<file path="src/rtl/csa_accum_ctrl_if.sv">
// Operand/result stream bundle for the carry-save group accumulator.
// The slave side is the accumulator; the master side is the producer/consumer pair.
interface csa_accum_ctrl_if #(
    parameter int W  = 64,
    parameter int CW = 5
);
    logic          in_valid;
    logic          in_ready;
    logic [W-1:0]  in_data;
    logic          in_last;
    logic          out_valid;
    logic          out_ready;
    logic [W-1:0]  out_data;
    logic [CW-1:0] out_count;
    logic          out_ovf;
    logic          busy;

    modport slave (
        input  in_valid, in_data, in_last, out_ready,
        output in_ready, out_valid, out_data, out_count, out_ovf, busy
    );

    modport master (
        output in_valid, in_data, in_last, out_ready,
        input  in_ready, out_valid, out_data, out_count, out_ovf, busy
    );
endinterface

</file>
<file path="src/rtl/csa_accum_ctrl.sv">
// Sums a variable-length operand group through one carry-save stage, then resolves
// the redundant (s, c) pair with a two-cycle split carry-propagate add.
//
// state  | meaning
// IDLE   | waiting for the first operand of a group
// ACC    | folding further operands into (s, c)
// FIN_LO | low-half carry-propagate add
// FIN_HI | high-half add, result registered
// DONE   | result held until consumer takes it
module csa_accum_ctrl #(
    parameter int W       = 64,
    parameter int MAX_OPS = 16,
    parameter int CW      = $clog2(MAX_OPS + 1)
) (
    input  logic                  clk,
    input  logic                  reset,
    csa_accum_ctrl_if.slave       bus
);
    localparam int H = W / 2;

    typedef enum logic [2:0] {
        IDLE   = 3'd0,
        ACC    = 3'd1,
        FIN_LO = 3'd2,
        FIN_HI = 3'd3,
        DONE   = 3'd4
    } state_t;

    state_t        state;
    logic [W-1:0]  s;
    logic [W-1:0]  c;
    logic [CW-1:0] cnt;
    logic          carry_lo;
    logic [H-1:0]  lo_r;
    logic          ovf_r;

    logic          in_ready_r;
    logic          out_valid_r;
    logic [W-1:0]  out_data_r;
    logic [CW-1:0] out_count_r;
    logic          out_ovf_r;
    logic          busy_r;

    logic [W-1:0]  csa_sum;
    logic [W-1:0]  csa_carry;
    logic [H-1:0]  hi_sum;
    logic          accept;
    logic          at_limit;

    assign accept = bus.in_valid && in_ready_r;

    always_comb begin
        csa_sum   = s ^ c ^ bus.in_data;
        // Carry out of bit W-1 falls off the shift: arithmetic is mod 2^W.
        csa_carry = ((s & c) | (s & bus.in_data) | (c & bus.in_data)) << 1;
        hi_sum    = s[W-1:H] + c[W-1:H] + {{(H-1){1'b0}}, carry_lo};
        at_limit  = (cnt == CW'(MAX_OPS - 1));
    end

    always_ff @(posedge clk or posedge reset) begin
        if (reset) begin
            state       <= IDLE;
            s           <= '0;
            c           <= '0;
            cnt         <= '0;
            carry_lo    <= 1'b0;
            lo_r        <= '0;
            ovf_r       <= 1'b0;
            in_ready_r  <= 1'b1;
            out_valid_r <= 1'b0;
            out_data_r  <= '0;
            out_count_r <= '0;
            out_ovf_r   <= 1'b0;
            busy_r      <= 1'b0;
        end else begin
            case (state)
                IDLE: begin
                    if (accept) begin
                        s      <= bus.in_data;
                        c      <= '0;
                        cnt    <= CW'(1);
                        busy_r <= 1'b1;
                        if (bus.in_last || MAX_OPS == 1) begin
                            ovf_r      <= !bus.in_last;
                            in_ready_r <= 1'b0;
                            state      <= FIN_LO;
                        end else begin
                            ovf_r <= 1'b0;
                            state <= ACC;
                        end
                    end
                end
                ACC: begin
                    if (accept) begin
                        s   <= csa_sum;
                        c   <= csa_carry;
                        cnt <= cnt + CW'(1);
                        if (bus.in_last || at_limit) begin
                            ovf_r      <= !bus.in_last;
                            in_ready_r <= 1'b0;
                            state      <= FIN_LO;
                        end
                    end
                end
                FIN_LO: begin
                    {carry_lo, lo_r} <= {1'b0, s[H-1:0]} + {1'b0, c[H-1:0]};
                    state            <= FIN_HI;
                end
                FIN_HI: begin
                    out_data_r  <= {hi_sum, lo_r};
                    out_count_r <= cnt;
                    out_ovf_r   <= ovf_r;
                    out_valid_r <= 1'b1;
                    state       <= DONE;
                end
                DONE: begin
                    if (bus.out_ready) begin
                        out_valid_r <= 1'b0;
                        in_ready_r  <= 1'b1;
                        busy_r      <= 1'b0;
                        state       <= IDLE;
                    end
                end
                default: begin
                    state       <= IDLE;
                    in_ready_r  <= 1'b1;
                    out_valid_r <= 1'b0;
                    busy_r      <= 1'b0;
                end
            endcase
        end
    end

    assign bus.in_ready  = in_ready_r;
    assign bus.out_valid = out_valid_r;
    assign bus.out_data  = out_data_r;
    assign bus.out_count = out_count_r;
    assign bus.out_ovf   = out_ovf_r;
    assign bus.busy      = busy_r;
endmodule

</file>
<file path="src/flat_wrapper.sv">
// flat-port wrapper written by rule: the top's interface ports become plain ports
module csa_accum_ctrl_flat 
#(
    parameter int W       = 64,
    parameter int MAX_OPS = 16,
    parameter int CW      = $clog2(MAX_OPS + 1)
)
  (clk, reset, bus_in_valid, bus_in_data, bus_in_last, bus_out_ready, bus_in_ready, bus_out_valid, bus_out_data, bus_out_count, bus_out_ovf, bus_busy);
  csa_accum_ctrl_if #(.W(W), .CW(CW)) bus_i ();
  input  logic clk;
  input  logic reset;
  input wire logic [$bits(bus_i.in_valid)-1:0] bus_in_valid;
  input wire logic [$bits(bus_i.in_data)-1:0] bus_in_data;
  input wire logic [$bits(bus_i.in_last)-1:0] bus_in_last;
  input wire logic [$bits(bus_i.out_ready)-1:0] bus_out_ready;
  output wire logic [$bits(bus_i.in_ready)-1:0] bus_in_ready;
  output wire logic [$bits(bus_i.out_valid)-1:0] bus_out_valid;
  output wire logic [$bits(bus_i.out_data)-1:0] bus_out_data;
  output wire logic [$bits(bus_i.out_count)-1:0] bus_out_count;
  output wire logic [$bits(bus_i.out_ovf)-1:0] bus_out_ovf;
  output wire logic [$bits(bus_i.busy)-1:0] bus_busy;
  assign bus_i.in_valid = bus_in_valid;
  assign bus_i.in_data = bus_in_data;
  assign bus_i.in_last = bus_in_last;
  assign bus_i.out_ready = bus_out_ready;
  assign bus_in_ready = bus_i.in_ready;
  assign bus_out_valid = bus_i.out_valid;
  assign bus_out_data = bus_i.out_data;
  assign bus_out_count = bus_i.out_count;
  assign bus_out_ovf = bus_i.out_ovf;
  assign bus_busy = bus_i.busy;
  csa_accum_ctrl #(.W(W), .MAX_OPS(MAX_OPS), .CW(CW)) u_core (.clk(clk), .reset(reset), .bus(bus_i));
endmodule
</file>
<file path="config.mk">
export PLATFORM = sky130hd
export DESIGN_NAME = csa_accum_ctrl_flat
export DESIGN_NICKNAME = d
export VERILOG_FILES = /design/src/rtl/csa_accum_ctrl_if.sv /design/src/rtl/csa_accum_ctrl.sv /design/src/flat_wrapper.sv
export SDC_FILE = /design/constraint.sdc
export NUM_CORES = 1
export LEC_CHECK = 0
export ABC_AREA = 1
export BUFFER_PORTS_ARGS = -buffer_cell sky130_fd_sc_hd__buf_2
export CORE_ASPECT_RATIO = 1.2
export CORE_MARGIN = 5
export CORE_UTILIZATION = 30
export CTS_CLUSTER_DIAMETER = 100
export DETAILED_ROUTE_END_ITERATION = 10
export GPL_ROUTABILITY_DRIVEN = 0
export GPL_TIMING_DRIVEN = 0
export SKIP_LAST_GASP = 1
export SLEW_MARGIN = 0
export SYNTH_ARGS = -nofsm -noshare
export SYNTH_HDL_FRONTEND = slang
export SYNTH_SLANG_ARGS = --single-unit
</file>
<file path="constraint.sdc">
create_clock -name clk -period 23 [get_ports clk]
set_input_delay 4.6 -clock clk [delete_from_list [all_inputs] [get_ports clk]]
set_output_delay 4.6 -clock clk [all_outputs]
set_load 0.005 [all_outputs]
</file>
==> impl_metrics.csv <==
group,metric,value,unit
sta,worst_pin_slew,0.9180,ns
synthesis,yosysWarnings,0,
critical_path,path_cells,"buf_2",
critical_path,end_kind,"output port",
clocking,root_buffer,"clkbuf_16",
sta,fin_crit_sh,0.2547,
power,combPwrFrac,0.564,
power,power_density,147.2,nW/um2
global_route,grtUsageTotal,0.1660,
critical_path,crit_arrival,1.26,ns
clocking,clk_latency,0.57,ns
sta,rsz0062_at_grt,"no",
clocking,cts_htree_levels,1,
sta,slew_violations,0,
synthesis,syn_area,16230,um2
clocking,cts_tree,"built",
cells_and_area,final_cell_mix,"nand2_1 (678), inv_1 (428), dfrtp_1 (241)",
cells_and_area,nets,2474,
global_route,grt_pass1_vias,14709,
routing,wire_per_inst,16.51,um
critical_path,crit_slowest_cell,"dfstp_2",
synthesis,ys_ff_latch,242,
global_route,antenna_found_initial,6,
place,hpwl,39070,um
synthesis,syn_inst,2102,
job,cap_viol_max_count,0,
outcome,status,"finished clean",
critical_path,crit_buf_inv,1,
place,io_buffers,141,
die,dieArea,58860,um2
sta,relSlewSlack,0.3880,
sta,fmax,170.7,MHz
clocking,cts_num_sinks,242,
sta,finalSetupTns,0,ns
cells_and_area,areaGrowthSynthToFinish,16.14,%
sta,skew,0.01121,ns
critical_path,cpLargestDelayFamily,"flip-flops",
sta,hold_violations,0,
die,die_w,222.3,um
routing,routed_wl,49680,um
clocking,numCtsBuffers,29,
global_route,grt_first_pass_wirelength,79210,um
clocking,clk_pin_slew,0.06,ns
routing,drt_iter0_markers,912,
sta,finalSetupViolations,0,
place,place_area,17880,um2
die,start_util,0.3025,
critical_path,crit_fanout,3,
cells_and_area,stdcell_area,18840,um2
cells_and_area,final_core_util,0.3513,
cells_and_area,fill_cells,5627,
die,die_y,264.8,um
power,switchingPower,1.329,mW
power,ir_worst_vdd,0.07064,mV
critical_path,critPathKind,"reg -> out",
clocking,cts.repair.resized,0,
power,pwr-share-seq,0.270,
routing,dr.pass1.iters,5,
routing,drtAntennaViolNets,0,
global_route,grt_max_degree,125,
synthesis,ys_types,37,
critical_path,slowest_delay,0.57,ns
die,rows,93,
routing,vias_per_cell,4.681,
power,switching_share,0.4791,
routing,vias,14085,
sta,layout_min_cycle_time,5.858,ns
routing,drc_errors,0,
synthesis,yosysSeqAreaShare,0.3733,
clocking,cts_hold_buffers,0,
clocking,post-cts-setup-buffers,0,
die,core_area,53640,um2
critical_path,worstSetupStartpointType,"flop",
power,total_leakage_power,9.996,nW
power,power.internal,1.445,mW
synthesis,synth.net_count,2300,
clocking,cts.path.max_buffers,3,
cells_and_area,mostFrequentLayoutCell,"nand2_1",
synthesis,synth_area_per_cell,7.719,um2
global_route,grt-ovfl-total,0,
power,power,2.774,mW
power,clkPwrFrac,0.167,
worst_hold_path,min_path_type,"reg -> reg",
cells_and_area,drive_gt1_frac,0.1394,
critical_path,required,18.40,ns
die,top_level_ports,142,
-- power by group through the flow --
stage	Sequential [mW]	Combinational [mW]	Clock [mW]
final	0.748	1.56	0.462
after global routing	0.770	1.77	0.494
after CTS	0.748	1.57	0.474
after detailed placement	0.753	1.56	0
after global placement	0.751	1.52	0
after floorplan	0.725	1.09	0
-- flip-flops by register name, summed over array words and instances, names as in the netlist --
signal,cells
u_core.state,3
u_core.bus.out_valid,1
u_core.carry_lo,1
u_core.bus.out_ovf,1
u_core.bus.out_data,64
u_core.bus.busy,1
u_core.bus.in_ready,1
u_core.c,63
u_core.s,64
u_core.lo_r,32
u_core.cnt,5
u_core.ovf_r,1
u_core.bus.out_count,5
-- final cells by class --
cell class	instances	area, um2	share of cell area
Antenna cell	2	5.005	0.0002656
Sequential cell	242	6057	0.3214
Clock inverter	10	117.6	0.006241
Inverter	434	1637	0.08685
Clock buffer	40	837.1	0.04442
Multi-Input combinational cell	1364	8130	0.4314
Tap cell	712	890.9	0.04727
Buffer	62	409.1	0.02171
Timing Repair Buffer	143	760.7	0.04037
-- synth_stat cells (all sizes together) --
library cell / number / area (um2)
o21bai: 6 / 45.04
o22ai: 65 / 406.6
nand3: 97 / 485.5
dfrtp: 241 / 6031
a31oi: 2 / 12.51
nor3: 7 / 46.30
nor2: 94 / 379.1
nand4: 8 / 50.05
nand3b: 7 / 52.55
a21o: 2 / 15.01
o211a: 1 / 10.01
clkbuf: 24 / 90.09
buf: 38 / 319.1
o21ai: 122 / 685.7
a21oi: 53 / 265.3
inv: 434 / 1629
fa: 65 / 1301
a21boi: 1 / 7.510
xnor2: 25 / 219.0
ha: 64 / 800.8
o211ai: 63 / 773.2
dfstp: 1 / 26.28
xor2: 2 / 17.52
nand2: 680 / 2557
-- routing by layer --
metal	wire, um	vias up	track usage
met5	20	-	0
li1	-	6872	-
met1	20420	6719	0.2026
met4	2098	2	0.06216
met2	24290	379	0.2937
met3	2847	113	0.02880
-- stage by stage --
step | hold WS, ns | setup WS [ns] | instances
6_report | 0.4710 | 17.14 | 3009
3_5_place_dp | 0.4620 | 16.75 | 2957
2_1_floorplan | 0.4422 | 11.76 | 2102
5_1_grt | 0.4912 | 17.07 | 3008
4_1_cts | 0.4749 | 17.10 | 3007
3_3_place_gp | 0.4578 | 8.684 | 2955
-- path summary, 6_finish.rpt --
kind | start | end | slack (ns) | cells past startpoint
min in group asynchronous | reset | u_core.c[40] | 4.19 | 3
max in group asynchronous | reset | u_core.lo_r[13] | 17.71 | 4
worst max register to register | u_core.carry_lo | u_core.bus.out_data[44] | 20.48 | 8
worst min-delay path | u_core.lo_r[27] | u_core.bus.out_data[27] | 0.47 | 2
worst min register to register | u_core.lo_r[27] | u_core.bus.out_data[27] | 0.47 | 2
worst max-delay path | u_core.bus.in_ready | bus_in_ready | 17.14 | 1
-- cells by family (layout without fill, tap and decap cells) --
family          after synthesis  after routing  share of synthesized area
simple gates                893            893                     0.2201
buf+inv                     496            689                     0.1256
compound gates              315            315                     0.1369
flops                       242            242                     0.3733
fa+ha+maj                   129            129                     0.1295
xor+xnor                     27             27                    0.01457
other cells                   0              2                          0
No activity file was read; power rests on OpenSTA's default activity.
